File: src/rtl/mips_cpu_pkg.sv
`default_nettype none
// ============================================================================
// Module      : mips_cpu_pkg
// Description : Shared types and constants for the multicycle MIPS CPU memory
//               path: bus width defaults, full-word byte enable, the bridge
//               state encoding and a word-alignment helper.
// Revision    : 1.0 - initial release
// ============================================================================
package mips_cpu_pkg;

    localparam int unsigned CPU_ADDR_W  = 32;
    localparam int unsigned CPU_DATA_W  = 32;
    localparam logic [3:0]  BYTEEN_WORD = 4'hF;

    typedef enum logic [2:0] {
        ST_IDLE  = 3'd0,
        ST_READ  = 3'd1,
        ST_WRITE = 3'd2,
        ST_DONE  = 3'd3,
        ST_ERROR = 3'd4
    } bridge_state_t;

    // Single-word accesses are only legal on 4-byte boundaries.
    function automatic logic is_word_aligned(input logic [1:0] addr_lsb);
        return (addr_lsb == 2'b00);
    endfunction

endpackage : mips_cpu_pkg
`default_nettype wire

File: src/rtl/mips_cpu_bus_timer.sv
`default_nettype none
// ============================================================================
// Module      : mips_cpu_bus_timer
// Description : Saturating wait-cycle counter for one bus transaction.
//               o_expired is combinational: it is high in the cycle whose
//               count increment makes the total reach TIMEOUT, so the owner
//               can abort on that same edge. TIMEOUT = 0 disables expiry.
// Ports       : clk       - clock, rising edge
//               rst       - synchronous active-high reset
//               i_clr     - clear count to zero (transaction start)
//               i_en      - count this cycle (waitrequest seen high)
//               o_expired - this counted cycle reaches the TIMEOUT limit
// Revision    : 1.0 - initial release
// ============================================================================
module mips_cpu_bus_timer #(
    parameter int unsigned TIMEOUT = 255
) (
    input  logic clk,
    input  logic rst,
    input  logic i_clr,
    input  logic i_en,
    output logic o_expired
);

    localparam int unsigned      CNT_W     = (TIMEOUT < 2) ? 1 : $clog2(TIMEOUT + 1);
    localparam logic [CNT_W-1:0] C_MAX     = '1;
    localparam logic [CNT_W-1:0] C_LIMIT   = CNT_W'((TIMEOUT == 0) ? 0 : TIMEOUT - 1);
    localparam bit               C_ENABLED = (TIMEOUT != 0);

    logic [CNT_W-1:0] r_count;

    always_ff @(posedge clk) begin
        if (rst) begin
            r_count <= '0;
        end else if (i_clr) begin
            r_count <= '0;
        end else if (i_en && (r_count != C_MAX)) begin
            // Hold at all-ones rather than wrapping back to zero.
            r_count <= r_count + 1'b1;
        end
    end

    // r_count holds the wait cycles already seen; this cycle would be one more.
    assign o_expired = C_ENABLED && i_en && (r_count >= C_LIMIT);

endmodule : mips_cpu_bus_timer
`default_nettype wire

File: src/rtl/mips_cpu_mem_bridge.sv
`default_nettype none
// ============================================================================
// Module      : mips_cpu_mem_bridge
// Description : Converts the multicycle controller's single-word memread /
//               memwrite requests into Avalon-MM master transactions, returns
//               read data, stalls the sequencer until the bus completes, and
//               traps misaligned, conflicting and timed-out accesses.
// Ports       : clk, reset              - clock / sync active-high reset
//               mem_read, mem_write     - controller requests (held)
//               mem_addr, mem_wdata     - byte address / store data
//               mem_byteenable          - byte lanes
//               mem_rdata, rdata_valid  - registered read data / update pulse
//               stall                   - hold sequencer state
//               bus_error               - sticky fault flag
//               avm_*                   - Avalon-MM master interface
// Revision    : 1.0 - initial release
// ============================================================================
module mips_cpu_mem_bridge
    import mips_cpu_pkg::*;
#(
    parameter int unsigned ADDR_W  = CPU_ADDR_W,
    parameter int unsigned DATA_W  = CPU_DATA_W,
    parameter int unsigned TIMEOUT = 255
) (
    input  logic              clk,
    input  logic              reset,
    input  logic              mem_read,
    input  logic              mem_write,
    input  logic [ADDR_W-1:0] mem_addr,
    input  logic [DATA_W-1:0] mem_wdata,
    input  logic [3:0]        mem_byteenable,
    output logic [DATA_W-1:0] mem_rdata,
    output logic              rdata_valid,
    output logic              stall,
    output logic              bus_error,
    output logic [ADDR_W-1:0] avm_address,
    output logic              avm_read,
    output logic              avm_write,
    output logic [DATA_W-1:0] avm_writedata,
    output logic [3:0]        avm_byteenable,
    input  logic              avm_waitrequest,
    input  logic [DATA_W-1:0] avm_readdata
);

    bridge_state_t     r_state;
    bridge_state_t     w_state_next;

    logic [ADDR_W-1:0] r_avm_address,    w_avm_address_n;
    logic              r_avm_read,       w_avm_read_n;
    logic              r_avm_write,      w_avm_write_n;
    logic [DATA_W-1:0] r_avm_writedata,  w_avm_writedata_n;
    logic [3:0]        r_avm_byteenable, w_avm_byteenable_n;
    logic [DATA_W-1:0] r_mem_rdata,      w_mem_rdata_n;
    logic              r_rdata_valid,    w_rdata_valid_n;
    logic              r_bus_error,      w_bus_error_n;

    logic              w_stall;
    logic              w_tmr_clr;
    logic              w_tmr_en;
    logic              w_tmr_expired;

    mips_cpu_bus_timer #(
        .TIMEOUT (TIMEOUT)
    ) u_bus_timer (
        .clk       (clk),
        .rst       (reset),
        .i_clr     (w_tmr_clr),
        .i_en      (w_tmr_en),
        .o_expired (w_tmr_expired)
    );

    // ------------------------------------------------------------------------
    // State and registered outputs
    // ------------------------------------------------------------------------
    always_ff @(posedge clk) begin
        if (reset) begin
            r_state          <= ST_IDLE;
            r_avm_address    <= '0;
            r_avm_read       <= 1'b0;
            r_avm_write      <= 1'b0;
            r_avm_writedata  <= '0;
            r_avm_byteenable <= 4'h0;
            r_mem_rdata      <= '0;
            r_rdata_valid    <= 1'b0;
            r_bus_error      <= 1'b0;
        end else begin
            r_state          <= w_state_next;
            r_avm_address    <= w_avm_address_n;
            r_avm_read       <= w_avm_read_n;
            r_avm_write      <= w_avm_write_n;
            r_avm_writedata  <= w_avm_writedata_n;
            r_avm_byteenable <= w_avm_byteenable_n;
            r_mem_rdata      <= w_mem_rdata_n;
            r_rdata_valid    <= w_rdata_valid_n;
            r_bus_error      <= w_bus_error_n;
        end
    end

    // ------------------------------------------------------------------------
    // Next-state, next-output and stall logic
    // ------------------------------------------------------------------------
    always_comb begin
        w_state_next       = r_state;
        w_avm_address_n    = r_avm_address;
        w_avm_read_n       = r_avm_read;
        w_avm_write_n      = r_avm_write;
        w_avm_writedata_n  = r_avm_writedata;
        w_avm_byteenable_n = r_avm_byteenable;
        w_mem_rdata_n      = r_mem_rdata;
        w_rdata_valid_n    = 1'b0;
        w_bus_error_n      = r_bus_error;
        w_stall            = 1'b0;
        w_tmr_clr          = 1'b0;
        w_tmr_en           = 1'b0;

        case (r_state)
            ST_IDLE: begin
                w_stall = mem_read | mem_write;
                if (mem_read && mem_write) begin
                    w_state_next  = ST_ERROR;
                    w_bus_error_n = 1'b1;
                end else if (mem_read || mem_write) begin
                    if (!is_word_aligned(mem_addr[1:0])) begin
                        // Trap before anything reaches the bus.
                        w_state_next  = ST_ERROR;
                        w_bus_error_n = 1'b1;
                    end else begin
                        w_avm_address_n    = {mem_addr[ADDR_W-1:2], 2'b00};
                        w_avm_byteenable_n = mem_byteenable;
                        w_tmr_clr          = 1'b1;
                        if (mem_read) begin
                            w_avm_read_n = 1'b1;
                            w_state_next = ST_READ;
                        end else begin
                            w_avm_write_n     = 1'b1;
                            w_avm_writedata_n = mem_wdata;
                            w_state_next      = ST_WRITE;
                        end
                    end
                end
            end

            ST_READ, ST_WRITE: begin
                w_stall  = 1'b1;
                w_tmr_en = avm_waitrequest;
                if (!avm_waitrequest) begin
                    // Slave accepts on this edge; completion wins over timeout.
                    w_avm_read_n  = 1'b0;
                    w_avm_write_n = 1'b0;
                    w_state_next  = ST_DONE;
                    if (r_state == ST_READ) begin
                        w_mem_rdata_n   = avm_readdata;
                        w_rdata_valid_n = 1'b1;
                    end
                end else if (w_tmr_expired) begin
                    w_avm_read_n  = 1'b0;
                    w_avm_write_n = 1'b0;
                    w_state_next  = ST_ERROR;
                    w_bus_error_n = 1'b1;
                end
            end

            ST_DONE: begin
                // One stall-free cycle lets the sequencer advance; any request
                // still presented here is the old one and is not re-issued.
                w_stall      = 1'b0;
                w_state_next = ST_IDLE;
            end

            ST_ERROR: begin
                // Terminal until reset: CPU stays frozen, bus stays quiet.
                w_stall = 1'b1;
            end

            default: begin
                w_state_next = ST_IDLE;
            end
        endcase
    end

    assign mem_rdata      = r_mem_rdata;
    assign rdata_valid    = r_rdata_valid;
    assign stall          = w_stall;
    assign bus_error      = r_bus_error;
    assign avm_address    = r_avm_address;
    assign avm_read       = r_avm_read;
    assign avm_write      = r_avm_write;
    assign avm_writedata  = r_avm_writedata;
    assign avm_byteenable = r_avm_byteenable;

endmodule : mips_cpu_mem_bridge
`default_nettype wire

File: config.mk
export PLATFORM = sky130hd
export DESIGN_NAME = mips_cpu_mem_bridge
export DESIGN_NICKNAME = d
export VERILOG_FILES = /design/src/rtl/mips_cpu_pkg.sv /design/src/rtl/mips_cpu_bus_timer.sv /design/src/rtl/mips_cpu_mem_bridge.sv
export SDC_FILE = /design/constraint.sdc
export NUM_CORES = 1
export LEC_CHECK = 0
export BUFFER_PORTS_ARGS = -buffer_cell sky130_fd_sc_hd__clkbuf_2
export CORE_MARGIN = 2
export CORE_UTILIZATION = 30
export DETAILED_ROUTE_END_ITERATION = 12
export PLACE_DENSITY_LB_ADDON = 0.1
export SLEW_MARGIN = 20
export SYNTH_ARGS = -nofsm -noshare
export SYNTH_HDL_FRONTEND = slang
export SYNTH_SLANG_ARGS = --single-unit
File: constraint.sdc
create_clock -name clk -period 3.1 [get_ports clk]
set_input_delay 0.31 -clock clk [delete_from_list [all_inputs] [get_ports clk]]
set_output_delay 0.31 -clock clk [all_outputs]
set_load 0.1 [all_outputs]
==> flow_summary.rst <==
.. list-table::
   :header-rows: 1

   * - Metric
     - Value
   * - Run status
     - finished, final reports clean
   * - Number of setup violations in the final report
     - 0
   * - Number of remaining DRC errors
     - 0
   * - Final period util
     - 71.25%
   * - Total global routing overflow
     - 0
   * - Io pins
     - 210
   * - Number of instances in the synthesized netlist
     - 541
   * - Cell with the largest stage delay on the worst path
     - nor3_2
   * - Number of diodes added for antenna fixing
     - 0
   * - Post-synthesis sequential element count
     - 113
   * - Type of the most critical hold path
     - primary input to register
   * - Total detailed-routing wirelength
     - 12350 µm
   * - Highest fanout seen on the critical path
     - 11
   * - Maximum resistive drop on vdd
     - 0.0003563 V
   * - Count of flip-flops with a built-in enable after synthesis
     - 0
   * - Die outline area
     - 15550 µm²
   * - CTS tree
     - yes
   * - Number of max-cap violations
     - 0
   * - Drt first-iter violations
     - 253
   * - Quantity of I/O buffers inserted on ports
     - 207
   * - Largest cells by area after synthesis
     - dfxtp_1 52%, nand2_1 18%, a21oi_1 12%
   * - Area of the core
     - 14370 µm²
   * - Pre-CTS setup slack
     - 0.9859 ns
   * - Fraction of final layout cells sized beyond drive strength 1
     - 33.20%
   * - First-pass detailed-route iteration total
     - 6
   * - Global-route wire length before repair
     - 20140 µm
   * - Critical path, cell by cell
     - nor3_2, a21oi_1, clkbuf_2
   * - Worst skew pair latency
     - 0.41 ns
   * - Proportion of power drawn by the clock network
     - 38.9%
   * - CTS Buf Count
     - 17
   * - Largest net degree at the start of global routing
     - 83
   * - Fin nets
     - 847
   * - Switching component of the power
     - 0.001903 W
   * - Category of the critical setup timing path
     - register to output pin
   * - Yosys top cell area share
     - 51.75%
   * - Initial antenna violation count
     - 0
   * - CTS clk-pin slew, worst paths
     - 0.05 ns
   * - YS warnings
     - 0
   * - Slew at the pin closest to its max-slew limit
     - 0.8831 ns
   * - Share of flip-flops with an asynchronous set or reset
     - 0%
   * - Max frequency
     - 452.7 MHz
   * - Overall routing resource usage
     - 16.26%
   * - Number of failing hold endpoints at the final stage
     - 0
   * - Clock Sink Count
     - 113
   * - Post-CTS setup-driven buffer insertion count
     - 0
   * - Die Ht
     - 124.7 µm
   * - Proportion of power drawn by flip-flops and latches
     - 33.2%
   * - Number of library cell types mapped by synthesis
     - 41
   * - Layout area overhead
     - 38.95%
   * - Pwr/cell area
     - 834.6 nW/µm²
   * - Main synth FF type
     - dfxtp_1
   * - CP top delay family
     - simple AND/OR/NAND/NOR gates
   * - Number of buffer and inverter instances along the worst setup path
     - 1
   * - Average cell area after synthesis
     - 8.081 µm²
   * - Max-slew headroom
     - 41.13%
   * - Max-slew violations
     - 0
   * - Buffer levels on the longest clock path
     - 2
   * - Die width
     - 124.7 µm
   * - Cell taking the most area after synthesis
     - dfxtp_1
   * - Number of cells upsized or downsized after cts
     - 0
   * - Internal reg-to-reg setup slack
     - 1.14 ns
   * - Estimated wirelength of the detail-placed design
     - 8696 µm
   * - Delay of the slowest cell on the worst path
     - 0.52 ns
   * - Data required time of the worst path
     - 2.79 ns
   * - Post-Synthesis Cell Area
     - 4372 µm²
   * - Static Leak
     - 2.586 nW
   * - Combinational cell fraction of total power
     - 27.9%
   * - Share of total power consumed by net switching
     - 37.54%
   * - Crit. End Element
     - output pin
   * - Hold-fix buffer count after cts
     - 0
   * - CTS Root Cell
     - clkbuf_16
   * - Avg WL per Cell
     - 13.22 µm
   * - Cell-internal power
     - 0.003167 W
   * - Setup repair after global routing missed its margin
     - false
   * - Final period demand of the worst path
     - 2.209 ns
   * - Placement row count
     - 44
   * - Clock Skews
     - 0.006084 ns
   * - GPL Wtd Cong
     - 0.8042
   * - Final setup margin
     - 0.8912 ns
   * - Share of the yosys chip area belonging to registers
     - 51.75%
   * - Via-to-Cell Ratio
     - 4.561
   * - Vias after detailed routing
     - 4260
   * - Number of H-tree branching levels
     - 4
   * - Startpoint type of the worst setup path
     - register
   * - Routed Antenna Nets
     - 0
   * - Via count of the first global-routing pass
     - 4063
   * - CP arrival
     - 1.90 ns
   * - Starting utilization of the core area
     - 30.42%
   * - Total power
     - 0.005070 W
   * - TNS Setup
     - 0 ns
   * - Post-Route Utilization
     - 42.28%
-- worst min-delay path: stages --
cell	delay, ns
clkbuf_2	0.08
nand2_1	0.04
a21oi_1	0.05
-- power by group through the flow --
stage	Combinational, W	Clock [W]	Sequential, W
after global placement	0.00142	0	0.00171
after global routing	0.00150	0.00211	0.00171
final	0.00141	0.00197	0.00168
after floorplan	0.000459	0	0.00243
after CTS	0.00142	0.00203	0.00168
after detailed placement	0.00142	0	0.00171
-- cell families (layout without fill, tap and decap cells) --
| group | count (synthesis) | in the layout | share of synthesized area, % |
|---|---|---|---|
| other | 1 | 2 | 0.08578 |
| buffers and inverters | 45 | 253 | 5.924 |
| and+or+nand+nor | 248 | 248 | 24.04 |
| adders and majority gates | 6 | 6 | 1.660 |
| xor gates and xnor gates | 2 | 2 | 0.5725 |
| DFF | 113 | 113 | 51.75 |
| AOI/OAI and AO/OA | 124 | 124 | 15.51 |
| muxes | 2 | 2 | 0.4579 |
-- stage by stage --
stage	cell area (µm²)	hold WS [ns]	instances
after floorplan	4375	0.4460	542
after global placement	5469	0.4419	902
after detailed placement	5469	0.4459	902
after CTS	6075	0.09120	934
after global routing	6075	0.09427	934
final	6075	0.1179	934
-- synthesized netlist by cell type, types with 5 or more instances --
master and number:
nand2_1 204, buf_6 10, nand3_1 8, nor3_1 7, nor2_1 5, inv_1 8
clkbuf_1 21, a21oi_1 104, ha_1 5, dfxtp_1 113
-- flip-flops by register name, indices dropped and copies added, names as in the netlist, 3 cells and up --
name	flops
avm_byteenable	4
u_bus_timer.r_count	8
mem_rdata	32
r_state	3
avm_address	30
avm_writedata	32
-- worst paths after layout --
kind | startpoint | end | cells past startpoint
worst max-delay path | r_state[2] | stall | 3
worst min-delay path | avm_readdata[13] | mem_rdata[13] | 3
worst max register to register | r_state[0] | mem_rdata[25] | 3
worst min register to register | avm_writedata[28] | avm_writedata[28] | 2
-- routing by layer --
layer | global-route usage (%) | part of all wire [%]
met4 | 6.345 | 1.5
met1 | 19.62 | 46
met5 | 0 | 0
met2 | 25.68 | 46
met3 | 6.873 | 7.4
-- cell type report --
class	count	area, µm²
timing repair buffer	213	1084
clock inverter	10	131.4
inverter	8	30.03
multi-input combinational	384	1863
sequential	113	2262
fill	1485	8294
tap	184	230.2
clock buffer	22	474.2
-- placed cells by master, fill, tap and decap left out, types with 5 or more instances in the layout --
| cell type | instances |
|---|---|
| nand2_1 | 204 |
| clkbuf_2 | 206 |
| nor2_1 | 5 |
| inv_1 | 8 |
| a21oi_1 | 104 |
| buf_4 | 7 |
| dfxtp_1 | 113 |
| clkbuf_16 | 17 |
| nand3_1 | 8 |
| clkinv_2 | 5 |
| ha_1 | 5 |
| nor3_1 | 7 |
No activity file was read; power rests on OpenSTA's default activity.
